## src/rtl/piradip_axis_packetizer_if.sv

```systemverilog
// AXI4-Stream bundle shared by the packetizer's input and output sides.
interface piradip_axis_packetizer_if #(
    parameter int WIDTH = 32
);
    logic               tvalid;
    logic               tready;
    logic [WIDTH-1:0]   tdata;
    logic               tlast;
    logic [WIDTH/8-1:0] tkeep;

    modport master (output tvalid, tdata, tlast, tkeep, input tready);
    modport slave  (input tvalid, tdata, tlast, tkeep, output tready);
endinterface

```

## src/rtl/piradip_axis_packetizer.sv

```systemverilog
// Groups an unframed AXI4-Stream into fixed-length packets behind a 2-entry skid buffer.
// Optional PIRADIP_AXIS_PKTZ_EARLY_LAST_EN: input tlast also closes the current packet.
module piradip_axis_packetizer #(
    parameter int WIDTH     = 32,
    parameter int LEN_WIDTH = 16
) (
    input  logic                  clk,
    input  logic                  reset,
    input  logic                  enable,
    input  logic [LEN_WIDTH-1:0]  pkt_len,
    piradip_axis_packetizer_if.slave  s_axis,
    piradip_axis_packetizer_if.master m_axis,
    output logic                  busy,
    output logic [31:0]           pkt_count
);
    typedef enum logic {IDLE, ACTIVE} state_t;

    state_t               state_q, state_d;
    logic [LEN_WIDTH-1:0] len_q, len_d;
    logic [LEN_WIDTH-1:0] beat_cnt_q, beat_cnt_d;
    logic                 rdy_q, rdy_d;
    logic                 out_vld_q, out_vld_d;
    logic [WIDTH-1:0]     out_data_q, out_data_d;
    logic                 out_last_q, out_last_d;
    logic                 skid_vld_q, skid_vld_d;
    logic [WIDTH-1:0]     skid_data_q, skid_data_d;
    logic                 skid_last_q, skid_last_d;
    logic [31:0]          pkt_cnt_q, pkt_cnt_d;

    logic                 in_hs, out_hs, beat_last, early_last;
    logic [LEN_WIDTH-1:0] eff_len;
    logic                 unused_ok;

`ifdef PIRADIP_AXIS_PKTZ_EARLY_LAST_EN
    assign early_last = s_axis.tlast;
    assign unused_ok  = &{1'b0, s_axis.tkeep};
`else
    assign early_last = 1'b0;
    assign unused_ok  = &{1'b0, s_axis.tkeep, s_axis.tlast};
`endif

    // rdy_q only tracks skid occupancy, so m_axis.tready never reaches s_axis.tready
    assign s_axis.tready = rdy_q && ((state_q == ACTIVE) || enable);
    assign in_hs         = s_axis.tvalid && s_axis.tready;
    assign out_hs        = out_vld_q && m_axis.tready;
    assign eff_len       = (pkt_len == '0) ? LEN_WIDTH'(1) : pkt_len;

    assign m_axis.tvalid = out_vld_q;
    assign m_axis.tdata  = out_data_q;
    assign m_axis.tlast  = out_last_q;
    assign m_axis.tkeep  = '1;
    assign busy          = (state_q == ACTIVE) || out_vld_q || skid_vld_q;
    assign pkt_count     = pkt_cnt_q;

    always_comb begin
        state_d    = state_q;
        len_d      = len_q;
        beat_cnt_d = beat_cnt_q;
        beat_last  = 1'b0;
        if (in_hs) begin
            if (state_q == IDLE) begin
                len_d     = eff_len;
                beat_last = (eff_len == LEN_WIDTH'(1)) || early_last;
            end else begin
                beat_last = (beat_cnt_q == len_q - LEN_WIDTH'(1)) || early_last;
            end
            if (beat_last) begin
                beat_cnt_d = '0;
                state_d    = IDLE;
            end else begin
                beat_cnt_d = beat_cnt_q + LEN_WIDTH'(1);
                state_d    = ACTIVE;
            end
        end
    end

    always_comb begin
        out_vld_d   = out_vld_q;
        out_data_d  = out_data_q;
        out_last_d  = out_last_q;
        skid_vld_d  = skid_vld_q;
        skid_data_d = skid_data_q;
        skid_last_d = skid_last_q;
        if (out_hs || !out_vld_q) begin
            // Output slot frees up: skid entry is older, so it moves first
            if (skid_vld_q) begin
                out_vld_d  = 1'b1;
                out_data_d = skid_data_q;
                out_last_d = skid_last_q;
                skid_vld_d = in_hs;
                if (in_hs) begin
                    skid_data_d = s_axis.tdata;
                    skid_last_d = beat_last;
                end
            end else begin
                out_vld_d = in_hs;
                if (in_hs) begin
                    out_data_d = s_axis.tdata;
                    out_last_d = beat_last;
                end
            end
        end else if (in_hs) begin
            skid_vld_d  = 1'b1;
            skid_data_d = s_axis.tdata;
            skid_last_d = beat_last;
        end
        rdy_d     = !skid_vld_d;
        pkt_cnt_d = pkt_cnt_q;
        if (out_hs && out_last_q)
            pkt_cnt_d = pkt_cnt_q + 32'd1;
    end

    always_ff @(posedge clk or posedge reset) begin
        if (reset) begin
            state_q     <= IDLE;
            len_q       <= '0;
            beat_cnt_q  <= '0;
            rdy_q       <= 1'b0;
            out_vld_q   <= 1'b0;
            out_data_q  <= '0;
            out_last_q  <= 1'b0;
            skid_vld_q  <= 1'b0;
            skid_data_q <= '0;
            skid_last_q <= 1'b0;
            pkt_cnt_q   <= '0;
        end else begin
            state_q     <= state_d;
            len_q       <= len_d;
            beat_cnt_q  <= beat_cnt_d;
            rdy_q       <= rdy_d;
            out_vld_q   <= out_vld_d;
            out_data_q  <= out_data_d;
            out_last_q  <= out_last_d;
            skid_vld_q  <= skid_vld_d;
            skid_data_q <= skid_data_d;
            skid_last_q <= skid_last_d;
            pkt_cnt_q   <= pkt_cnt_d;
        end
    end
endmodule

```

## src/flat_wrapper.sv

```systemverilog
// flat-port wrapper written by rule: the top's interface ports become plain ports
module piradip_axis_packetizer_flat 
#(
    parameter int WIDTH     = 32,
    parameter int LEN_WIDTH = 16
)
  (clk, reset, enable, pkt_len, busy, pkt_count, s_axis_tvalid, s_axis_tdata, s_axis_tlast, s_axis_tkeep, s_axis_tready, m_axis_tvalid, m_axis_tdata, m_axis_tlast, m_axis_tkeep, m_axis_tready);
  piradip_axis_packetizer_if #(.WIDTH(WIDTH)) s_axis_i ();
  piradip_axis_packetizer_if #(.WIDTH(WIDTH)) m_axis_i ();
  input  logic clk;
  input  logic reset;
  input  logic enable;
  input  logic [LEN_WIDTH-1:0] pkt_len;
  output logic busy;
  output logic [31:0] pkt_count;
  input wire logic [$bits(s_axis_i.tvalid)-1:0] s_axis_tvalid;
  input wire logic [$bits(s_axis_i.tdata)-1:0] s_axis_tdata;
  input wire logic [$bits(s_axis_i.tlast)-1:0] s_axis_tlast;
  input wire logic [$bits(s_axis_i.tkeep)-1:0] s_axis_tkeep;
  output wire logic [$bits(s_axis_i.tready)-1:0] s_axis_tready;
  output wire logic [$bits(m_axis_i.tvalid)-1:0] m_axis_tvalid;
  output wire logic [$bits(m_axis_i.tdata)-1:0] m_axis_tdata;
  output wire logic [$bits(m_axis_i.tlast)-1:0] m_axis_tlast;
  output wire logic [$bits(m_axis_i.tkeep)-1:0] m_axis_tkeep;
  input wire logic [$bits(m_axis_i.tready)-1:0] m_axis_tready;
  assign s_axis_i.tvalid = s_axis_tvalid;
  assign s_axis_i.tdata = s_axis_tdata;
  assign s_axis_i.tlast = s_axis_tlast;
  assign s_axis_i.tkeep = s_axis_tkeep;
  assign s_axis_tready = s_axis_i.tready;
  assign m_axis_tvalid = m_axis_i.tvalid;
  assign m_axis_tdata = m_axis_i.tdata;
  assign m_axis_tlast = m_axis_i.tlast;
  assign m_axis_tkeep = m_axis_i.tkeep;
  assign m_axis_i.tready = m_axis_tready;
  piradip_axis_packetizer #(.WIDTH(WIDTH), .LEN_WIDTH(LEN_WIDTH)) u_core (.clk(clk), .reset(reset), .enable(enable), .pkt_len(pkt_len), .s_axis(s_axis_i), .m_axis(m_axis_i), .busy(busy), .pkt_count(pkt_count));
endmodule
```

## config.mk

```make
export PLATFORM = sky130hd
export DESIGN_NAME = piradip_axis_packetizer_flat
export DESIGN_NICKNAME = d
export VERILOG_FILES = /design/src/rtl/piradip_axis_packetizer_if.sv /design/src/rtl/piradip_axis_packetizer.sv /design/src/flat_wrapper.sv
export SDC_FILE = /design/constraint.sdc
export NUM_CORES = 1
export LEC_CHECK = 0
export CAP_MARGIN = 15
export CELL_PAD_IN_SITES_DETAIL_PLACEMENT = 1
export CELL_PAD_IN_SITES_GLOBAL_PLACEMENT = 2
export CORE_ASPECT_RATIO = 1.1
export CORE_MARGIN = 2
export CORE_UTILIZATION = 30
export CTS_CLUSTER_SIZE = 24
export DETAILED_ROUTE_END_ITERATION = 6
export PLACE_DENSITY_LB_ADDON = 0.1
export SLEW_MARGIN = 25
export SYNTH_ARGS = -nofsm -noshare
export SYNTH_HDL_FRONTEND = slang
export SYNTH_SLANG_ARGS = --single-unit
export TNS_END_PERCENT = 30
```

## constraint.sdc

```tcl
create_clock -name clk -period 4.7 [get_ports clk]
set_clock_uncertainty 0.2 [all_clocks]
set_input_delay 0.94 -clock clk [delete_from_list [all_inputs] [get_ports clk]]
set_output_delay 0.94 -clock clk [all_outputs]
set_load 0.02 [all_outputs]
```

Yosys cells after proc, flatten, opt, wreduce, memory -nomap -nowiden
Index checks and enable logic that the tools add are counted.
{"block": "classes", "n_addsub": 3, "n_mul": 0, "n_div": 0, "n_lt_le_gt_ge": 0, "eq_ne": 3, "shifts": 0, "n_mux": 19, "n_bitwise": 1, "n_reduce_logical": 14}
{"operator": "$mux 32", "count": 5}
{"operator": "$add 32x1->32 const B", "count": 1}
{"operator": "$mux 16", "count": 2}
{"operator": "$add 16x1->16 const B", "count": 1}
{"operator": "$eq 16x1->1 const B", "count": 1}
{"operator": "$eq 16x16->1", "count": 1}
{"operator": "$logic_not 16->1", "count": 1}
{"operator": "$sub 16x1->16 const B", "count": 1}
{"operator": "$mux 1", "count": 12}
{"operator": "$logic_and 1x1->1", "count": 4}
{"operator": "$logic_or 1x1->1", "count": 4}
{"operator": "$reduce_and 2->1", "count": 2}
{"operator": "$logic_not 1->1", "count": 2}
{"operator": "$ne 2x1->1 const B", "count": 1}
{"operator": "$reduce_bool 2->1", "count": 1}
{"operator": "$not 1->1", "count": 1}
{"block": "word_totals", "ff_bits": 134, "latchBits": 0, "ram_bits": 0, "romBits": 0, "in_bits": 58, "elab_cells": 51, "memories": 0}

Logic depth before layout (Yosys ltp)
Gate-level depths: netlist (run 1).
{"block": "logic_depth", "ltp_word": 8, "ltp_mapped": 11, "mapped_depth_nobuf": 10}

Worst setup path after synthesis (run 1)
OpenSTA, ideal clock, no wires.
{"block": "synth_path", "path_kind": "input-to-reg", "start": "input port enable", "end": "register u_core.len_q[1]", "setup_ns": 0.125, "arrival_time_ns": 2.586, "slack_ns": 1.789, "path_stages": 7, "path_buffers": 3, "path_cell_list": "o21a_1 > and2_1 > clkbuf_1 > nand2b_1 > clkbuf_1 > buf_1 > mux2_2"}
{"block": "synth_via", "elab_chain_len": 4}
{"element": "start, declared", "line_no": "flat_wrapper.sv:12", "source": "input logic enable;"}
{"element": "$logic_or 1x1->1", "line_no": "piradip_axis_packetizer.sv:43", "source": "assign s_axis.tready = rdy_q && ((state_q == ACTIVE) || enable);"}
{"element": "$logic_and 1x1->1", "line_no": "piradip_axis_packetizer.sv:43"}
{"element": "$logic_and 1x1->1", "line_no": "piradip_axis_packetizer.sv:44", "source": "assign in_hs = s_axis.tvalid && s_axis.tready;"}
{"element": "$reduce_and 2->1 (no line)"}
{"element": "end signal, assigned", "line_no": "piradip_axis_packetizer.sv:128", "source": "len_q <= len_d;"}
{"element": "end, declared", "line_no": "piradip_axis_packetizer.sv:19", "source": "logic [LEN_WIDTH-1:0] len_q, len_d;"}
Every way passes these cells.
A chain may end at the register's enable or synchronous reset.

Final worst setup path (run 1)
{"block": "layout_path", "start": "register u_core.len_q[0]", "end": "register u_core.beat_cnt_q[14]"}
{"block": "layout_via", "elab_chain_len": 5}
{"element": "$sub 16x1->16", "line_no": "piradip_axis_packetizer.sv:65", "source": "beat_last = (beat_cnt_q == len_q - LEN_WIDTH'(1)) || early_last;"}
{"element": "$eq 16x16->1", "line_no": "piradip_axis_packetizer.sv:65"}
{"element": "$mux 1", "line_no": "piradip_axis_packetizer.sv:61", "source": "if (state_q == IDLE) begin"}
{"element": "$mux 1", "line_no": "piradip_axis_packetizer.sv:60", "source": "if (in_hs) begin"}
{"element": "$mux 16", "line_no": "piradip_axis_packetizer.sv:67", "source": "if (beat_last) begin"}
{"element": "end signal, assigned", "line_no": "piradip_axis_packetizer.sv:129", "source": "beat_cnt_q <= beat_cnt_d;"}
{"element": "end, declared", "line_no": "piradip_axis_packetizer.sv:20", "source": "logic [LEN_WIDTH-1:0] beat_cnt_q, beat_cnt_d;"}
Every way passes these cells. The select of a mux whose other input is x is not followed.

==> qor.yml, run 1 <==
cts_tree: "yes"
finalCriticalPeriod_ns: 3.51
syn-instance-count: 563
tightest_slew_ns: 0.796
hp-start: "u_core.pkt_count[31]"
hold_viol_final: 0
synthAdderAreaFrac_pct: 0.594
r2r_cells: 10
ant_nets: 0
cts.sinks: 134
cp.required_ns: 4.79
cts_made_buffers: 17
cp.arrival_ns: 3.60
finalCritPeriodShare_pct: 74.7
synth_compound_area_share_pct: 7.20
drc_errors: 0
synthMuxAreaShare_pct: 14.3
ir_drop_v: 0.000235
synth_cell_type_count: 50
path_max_fanout: 16
io-pin-count: 130
seqCellArea_um2: 3350
multiInputGateArea_um2: 2800
grt-ovfl-total: 0
slew_violations: 0
ys_seq_area_share_pct: 53.0
die_x_um: 142
finalSetupTns_ns: 0
slew_headroom_pct: 46.9
maxCapViolCount: 0
grt_max_degree: 73
hold_end: "u_core.pkt_count[31]"
die_h_um: 156
reg2reg_slack_ns: 1.19
p_per_area_nw_per_um2: 575
yosys.area.top_type: "dfrtp_1"
async_reset_ff_share_pct: 100
yosysWarnings: 0
worstSetupStartpointType: "register"
cts_resized: 0
synth.most_common_cell: "dfrtp_1"
drive_gt1_share_pct: 15.1
routabilityCongestion: 0.759
rr_endpoint: "u_core.beat_cnt_q[14]"
synth_edf_count: 0
outcome: "finished clean"
grt_pass1_wl_um: 25500
area_growth_pct: 32.9
clk_pin_slew_ns: 0.06
synth_top_family_by_area: "multiplexers"
dieArea_um2: 22300
routed-via-count: 4575
start_util_pct: 30.6
fp-row-count: 55
insertedDiodeCount: 0
clock_path_buffers: 2
cts-root-buf: "clkbuf_16"
syn_area_um2: 6320
rr_startpoint: "u_core.len_q[0]"
postRouteWirelength_um: 15500
hold_buffers: 0
cp-end-kind: "register"
holdPathStages: 1
avgViaCountPerCell: 4.80
grt_pass1_vias: 4956
synth_xor_area_share_pct: 8.03
nNetsFinal: 745
p_leak_nw: 3.50
htreeDepth: 4
n_fill_cell: 2240
coreArea_um2: 20600
yosysTopAreaCellShare_pct: 53.0
cts_setup_buffers: 0
antenna_found_initial: 0
fmax_mhz: 285
hpwl_um: 10900
grt_usage_pct: 14.6
whs_ns: 0.272
crit_type: "reg2reg"
final_core_util_pct: 40.7
hp-class: "reg2reg"
synth-seq-cells: 134
rsz0062_at_grt: "false"
clk-insertion-delay-late_ns: 0.42
drt-pass1-iter-count: 4
drt_first_iter_violations: 172
synth.area.top_cells: "dfrtp_1, mux2_2, xnor2_1, mux2i_1, nand2_1"
avgRoutedWirePerCell_um: 16.3
syn-mean-instance-area_um2: 11.2
ys.flop_type: "dfrtp_1"
synthSimpleGateAreaFrac_pct: 13.6
io_buffers: 120
setup_violations: 0
synthTopCellsByCount: "dfrtp_1, nand2_1, mux2_2"
[registers in the layout, indices dropped and copies added, names as in the netlist]
register,flops
u_core.len_q,16
u_core.skid_vld_q,1
u_core.skid_last_q,1
u_core.skid_data_q,32
u_core.state_q,1
u_core.pkt_count,32
u_core.rdy_q,1
u_core.m_axis.tvalid,1
u_core.m_axis.tlast,1
u_core.beat_cnt_q,16
u_core.m_axis.tdata,32
[cell families (layout without fill, tap and decap cells)]
logic type / Yosys count / after routing
other cells: 1 / 4
simple gates: 169 / 169
mux: 84 / 84
flops: 134 / 134
fa+ha+maj: 3 / 3
buf+inv: 39 / 170
compound gates: 75 / 75
xor+xnor: 58 / 58
[cell usage in the layout, fill, tap and decap left out, types with 4 or more instances in the layout]
master           synthesis  routed
a21o_1                   9       9
a21oi_1                  7       7
a21oi_2                  4       4
and2_1                   4       4
and3_1                   7       7
buf_4                    5       6
clkbuf_16                0      17
clkdlybuf4s50_1          0     120
conb_1                   1       4
dfrtp_1                134     133
inv_1                   11      10
inv_6                    0       4
mux2_2                  50      50
mux2i_1                 34      34
nand2_1                 63      63
nand3_1                 19      19
nand4_1                 10      10
nor2_1                  22      22
nor3_1                  10      10
nor4_1                   5       5
o21ai_0                 42      41
or3_1                    8       8
xnor2_1                 39      39
xor2_1                  19      19
[critical path: stages (launching register included)]
cell       delay, ns
dfrtp_1         0.42
inv_1           0.10
ha_1            0.18
nor3b_1         0.57
nand2_1         0.15
a21o_1          0.19
a2111oi_1       0.33
o2111ai_1       0.18
o22ai_2         0.61
and2_1          0.35
nor2_1          0.08
[report_power, final]
part / internal, mW / leakage, nW / switching [mW]
logic: 0.791 / 1.55 / 0.785
registers: 1.53 / 1.66 / 0.317
clock network: 0.858 / 0.297 / 0.540
[through the flow]
stage	setup WS (ns)	instances	instance area, µm²	power [mW]
floorplan	1.79	566	6340	2.85
global placement	1.15	921	7790	3.42
CTS	1.13	953	8400	4.91
finish	1.19	953	8400	4.83
global route	0.829	953	8400	5.15
detailed placement	1.13	921	7790	3.47
[cell type report]
type                            count  area share, %
Multi-Input combinational cell    393           33.3
Inverter                           11          0.536
Clock buffer                       19           5.27
Clock inverter                     13           2.03
Timing Repair Buffer              127           15.1
Tap cell                          256           3.81
Sequential cell                   134           39.9
[worst max-delay path by stage]
stage                     from               endpoint  slack (ns)
2_1_floorplan           enable        u_core.len_q[1]        1.79
4_1_cts        u_core.len_q[0]  u_core.beat_cnt_q[14]        1.13
3_3_place_gp     m_axis_tready   u_core.pkt_count[26]        1.15
6_report       u_core.len_q[0]  u_core.beat_cnt_q[14]        1.19
5_1_grt        u_core.len_q[0]  u_core.beat_cnt_q[15]        0.83
3_5_place_dp     m_axis_tready   u_core.pkt_count[26]        1.13
[layer usage]
layer | track usage [%] | part of all wire, %
met5 | 0 | 0
met3 | 5.20 | 6.2
met2 | 24.1 | 48
met1 | 18.0 | 44
met4 | 4.29 | 1.0
Note: power is estimated with default switching activity, not from simulation.
==> run 2: changes to the inputs <==
==> constraint.sdc (replaced) <==
create_clock -name clk -period 2.87 [get_ports clk]
set_clock_uncertainty 0.2 [all_clocks]
set_input_delay 0.574 -clock clk [delete_from_list [all_inputs] [get_ports clk]]
set_output_delay 0.574 -clock clk [all_outputs]
set_load 0.02 [all_outputs]
==> run 2 against run 1 <==
Net effect:
- via count is 2.6% higher
- register-to-register slack worse by 1.1 ns
- die area stayed put
- flip-flop and latch count stayed put
- sequential share of layout area is 1.4 points lower
- clock power is 53% higher
- combinational power is 83% higher
- clock-buffer cell count is 1 lower
- final area is 3.6% higher
- non-clock buffer count is 28 higher
- total power is 67% higher
- largest cell class unchanged
- highest routed layer unchanged
==> qor.yml, run 2 (synthesized netlist as in run 1, its figures left out) <==
outcome: "finished clean"
finalCritPeriodShare_pct: 96.0
slew_headroom_pct: 53.5
cp.required_ns: 2.97
htreeDepth: 4
clock_path_buffers: 2
n_fill_cell: 2228
grt-ovfl-total: 0
slew_violations: 0
whs_ns: 0.285
p_seq_share_pct: 37.4
routed-via-count: 4692
fp-row-count: 55
postRouteWirelength_um: 15900
rsz0062_at_grt: "true"
pre_cts_slack_ns: -0.0598
drive_gt1_share_pct: 20.1
nNetsFinal: 773
drt-pass1-iter-count: 4
final_core_util_pct: 42.1
cts_tree: "yes"
ir_drop_v: 0.000417
fin_ws_ns: 0.115
fmax_mhz: 363
dieArea_um2: 22300
coreArea_um2: 20600
crit_type: "reg2reg"
drc_errors: 0
antenna_found_initial: 0
total_power_mw: 8.04
cts_made_buffers: 17
avgViaCountPerCell: 4.78
hold_viol_final: 0
die_h_um: 156
p_per_area_nw_per_um2: 924
switching_power_mw: 2.82
postPlaceCellArea_um2: 7980
cts-root-buf: "clkbuf_16"
start_util_pct: 30.6
grt_pass1_wl_um: 26400
tightest_slew_ns: 0.697
final_common_cell: "dfrtp_1"
ant_nets: 0
cp-end-kind: "register"
io_buffers: 120
hpwl_um: 11100
p_leak_nw: 3.65
power_frac_comb_pct: 36.0
grt_usage_pct: 15.0
routabilityCongestion: 0.768
finalCriticalPeriod_ns: 2.76
path_max_fanout: 6
postLayoutCellArea_um2: 8700
internal_power_mw: 5.22
layout_common_cells: "dfrtp_1, clkdlybuf4s50_1, nand2_1, mux2_2, o21ai_0"
avgRoutedWirePerCell_um: 16.2
p_sw_share_pct: 35.0
pwr-share-clk_pct: 26.6
area_growth_pct: 37.6
grt_pass1_vias: 5165
drt_first_iter_violations: 120
io-pin-count: 130
grt_max_degree: 77
hp-class: "reg2reg"
clk_pin_slew_ns: 0.06
maxCapViolCount: 0
setup_violations: 0
worstSetupStartpointType: "register"
clk-insertion-delay-late_ns: 0.42
insertedDiodeCount: 0
cp.arrival_ns: 2.86
die_x_um: 142
cts.sinks: 134
[run 2: cell types whose count changed in the layout (fill, tap and decap cells not counted), sizes merged]
| cell | before | now |
|---|---|---|
| buf | 7 | 35 |
| inv | 15 | 16 |
| clkinv | 3 | 5 |
| clkbuf | 19 | 18 |
| bufinv | 3 | 1 |
[run 2: layout make-up]
cell class	instances	area [µm²]	share of cell area, %
inverters	11	45.0	0.518
well taps	256	320	3.68
multi-input cells	393	2880	33.1
clock buffers	18	439	5.05
clock inverters	14	140	1.61
flip-flops and latches	134	3350	38.6
repair buffers	155	1530	17.5
[run 2: critical path: stages (launching register included)]
cell and delay (ns):
dfrtp_1 0.40, buf_4 0.16, nor4_4 0.30, nand2_1 0.15, or4_4 0.52, a21oi_4 0.15
o2111ai_2 0.13, o22ai_2 0.18, buf_6 0.14, buf_6 0.12, nor4_2 0.05, a21o_1 0.15
[run 2: what timing repair did]
item | 4_1_cts | 5_1_grt
resized for setup | 0 | 21
buffers inserted | 0 | 8
hold buffers | 0 | 0
setup endpoints to repair | 0 | 19
[run 2: metrics by stage]
stage / TNS, ns / cells
after global routing: -0.0894 / 981
final: 0 / 981
after CTS: 0 / 974
after detailed placement: -0.0598 / 942
after global placement: 0 / 942
after floorplan: 0 / 566
[run 2: path summary, 6_finish.rpt]
check	start	end	slack [ns]	cells past startpoint
min in group asynchronous	reset	u_core.m_axis.tdata[3]	0.41	3
worst min-delay path	u_core.m_axis.tdata[5]	u_core.m_axis.tdata[5]	0.28	2
max in group asynchronous	reset	u_core.skid_vld_q	1.65	3
worst max-delay path	u_core.len_q[1]	u_core.beat_cnt_q[3]	0.11	11
worst min register to register	u_core.m_axis.tdata[5]	u_core.m_axis.tdata[5]	0.28	2
worst max register to register	u_core.len_q[1]	u_core.beat_cnt_q[3]	0.11	11
[run 2: metal layers]
| layer | part of all wire [%] | track usage, % |
|---|---|---|
| met1 | 44 | 18.2 |
| met2 | 49 | 25.3 |
| met3 | 5.9 | 4.80 |
| met4 | 1.4 | 5.09 |
| met5 | 0 | 0 |
[run 2: power groups by stage]
stage / clock network, mW / logic [mW] / registers, mW
finish: 2.14 / 2.89 / 3.01
global placement: 0 / 2.75 / 2.99
CTS: 2.23 / 2.83 / 3.00
detailed placement: 0 / 2.81 / 3.03
floorplan: 0 / 1.49 / 3.18
global route: 2.31 / 3.19 / 3.11
==> run 3: changes to the inputs <==
--- a/config.mk
+++ b/config.mk
@@ -10,7 +10,8 @@
 export CELL_PAD_IN_SITES_GLOBAL_PLACEMENT = 2
 export CORE_ASPECT_RATIO = 1.1
 export CORE_MARGIN = 2
-export CORE_UTILIZATION = 30
+export CORE_UTILIZATION = 36
+export CTS_CLUSTER_DIAMETER = 50
 export CTS_CLUSTER_SIZE = 24
 export DETAILED_ROUTE_END_ITERATION = 6
 export PLACE_DENSITY_LB_ADDON = 0.1
@@ -18,4 +19,4 @@
 export SYNTH_ARGS = -nofsm -noshare
 export SYNTH_HDL_FRONTEND = slang
 export SYNTH_SLANG_ARGS = --single-unit
-export TNS_END_PERCENT = 30
+export TNS_END_PERCENT = 10
==> constraint.sdc (replaced) <==
create_clock -name clk -period 3.43 [get_ports clk]
set_clock_uncertainty 0.2 [all_clocks]
set_input_delay 0.686 -clock clk [delete_from_list [all_inputs] [get_ports clk]]
set_output_delay 0.686 -clock clk [all_outputs]
set_load 0.02 [all_outputs]
==> run 3 against run 2 <==
Net effect:
- final cell count down 4.3%
- worst setup slack better by 0.33 ns
- die area down 16%
- via count down 2.0%
- highest routed layer unchanged
- largest power group unchanged
==> qor.yml, run 3 (synthesized netlist as in run 1, its figures left out) <==
outcome: "finished clean"
antenna_found_initial: 0
clock_path_buffers: 2
worstSetupEndpoint: "u_core.beat_cnt_q[13]"
multiInputGateArea_um2: 2810
dieArea_um2: 18600
fin_ws_ns: 0.448
ir_drop_v: 0.000364
routed-via-count: 4598
grt.busiest_layer: "met2"
cp.arrival_ns: 3.07
grt_use_met3_pct: 6.11
ant_nets: 0
avgViaCountPerCell: 4.90
maxCapViolCount: 0
die_x_um: 130
pre_cts_slack_ns: 0.152
layout_common_cells: "dfrtp_1, clkdlybuf4s50_1, nand2_1, mux2_2, o21ai_0"
met1_usage_pct: 20.9
die_h_um: 143
critPathLaunch: "u_core.len_q[0]"
insertedDiodeCount: 0
hp-class: "reg2reg"
finalCritPeriodShare_pct: 86.9
grt_max_degree: 67
cts-root-buf: "clkbuf_16"
coreArea_um2: 17100
avgRoutedWirePerCell_um: 16.2
rr_endpoint: "u_core.beat_cnt_q[13]"
slew_violations: 0
clk-insertion-delay-late_ns: 0.41
nNetsFinal: 753
n_fill_cell: 1865
htreeDepth: 4
fmax_mhz: 335
grt.met2_usage_pct: 30.0
rsz0062_at_grt: "false"
path_max_fanout: 16
drive_gt1_share_pct: 16.3
cts_made_buffers: 17
hold_viol_final: 0
drt_first_iter_violations: 105
area_growth_pct: 34.1
finalSetupTns_ns: 0
r2r_cells: 11
io-pin-count: 130
holdPathStages: 1
numPlacedInstances: 907
whs_ns: 0.275
io_buffers: 120
finalCriticalPeriod_ns: 2.98
grt_pass1_wl_um: 25500
tightest_slew_ns: 0.667
postLayoutCellArea_um2: 8480
worstSetupStartpointType: "register"
fp-row-count: 50
grt_usage_pct: 17.5
postPlaceCellArea_um2: 7870
start_util_pct: 36.9
drt-pass1-iter-count: 4
setup_violations: 0
total_power_mw: 6.58
slew_headroom_pct: 55.6
reg2reg_slack_ns: 0.45
hpwl_um: 11000
cts_setup_buffers: 0
p_leak_nw: 3.55
postRouteWirelength_um: 15200
final_common_cell: "dfrtp_1"
cts_tree: "yes"
crit_type: "reg2reg"
grt-ovfl-total: 0
cp.required_ns: 3.52
seqCellArea_um2: 3350
clk_pin_slew_ns: 0.06
final_core_util_pct: 49.5
routabilityCongestion: 0.792
cts.sinks: 134
drc_errors: 0
rr_startpoint: "u_core.len_q[0]"
p_per_area_nw_per_um2: 776
cp-end-kind: "register"
grt_pass1_vias: 5116
fin_cells: 939
==> run 3: repair_timing <==
item	in CTS	in global routing
hold buffers	0	0
gates resized for setup	0	1
setup endpoints to repair	0	7
==> run 3: how the worst min path moves through the flow <==
stage                                       from                endpoint  slack (ns)
after floorplan               u_core.skid_last_q      u_core.skid_last_q        0.28
after global placement      u_core.pkt_count[31]    u_core.pkt_count[31]        0.26
after detailed placement  u_core.m_axis.tdata[2]  u_core.m_axis.tdata[2]        0.27
after CTS                   u_core.pkt_count[31]    u_core.pkt_count[31]        0.28
after global routing        u_core.pkt_count[31]    u_core.pkt_count[31]        0.29
final                       u_core.pkt_count[31]    u_core.pkt_count[31]        0.28
==> run 3: layout make-up <==
class	instances	share of cell area, %
Inverter	11	0.531
Multi-Input combinational cell	393	33.1
Clock inverter	14	1.96
Timing Repair Buffer	135	16.2
Tap cell	234	3.45
Clock buffer	18	5.18
Sequential cell	134	39.6
==> run 3: layer usage <==
| metal | up-vias | wire length (µm) |
|---|---|---|
| met1 | 2282 | 6510 |
| met4 | 0 | 149 |
| met3 | 13 | 796 |
| met2 | 80 | 7780 |
| met5 | - | 0 |
| li1 | 2223 | - |
==> run 3: worst max-delay path, stage by stage (launching register included) <==
cell and delay (ns):
dfrtp_1 0.43, inv_1 0.10, ha_1 0.19, nor3b_2 0.40, nand2_1 0.14, a21o_1 0.19, a2111oi_1 0.33, o2111ai_1 0.19
o22ai_2 0.17, buf_12 0.18, and2_1 0.25, nor2_1 0.08
==> run 3: power by group <==
part | internal (mW) | total, mW | switching [mW]
Clock | 1.11 | 1.84 | 0.732
Sequential | 2.10 | 2.55 | 0.444
Combinational | 1.11 | 2.19 | 1.08
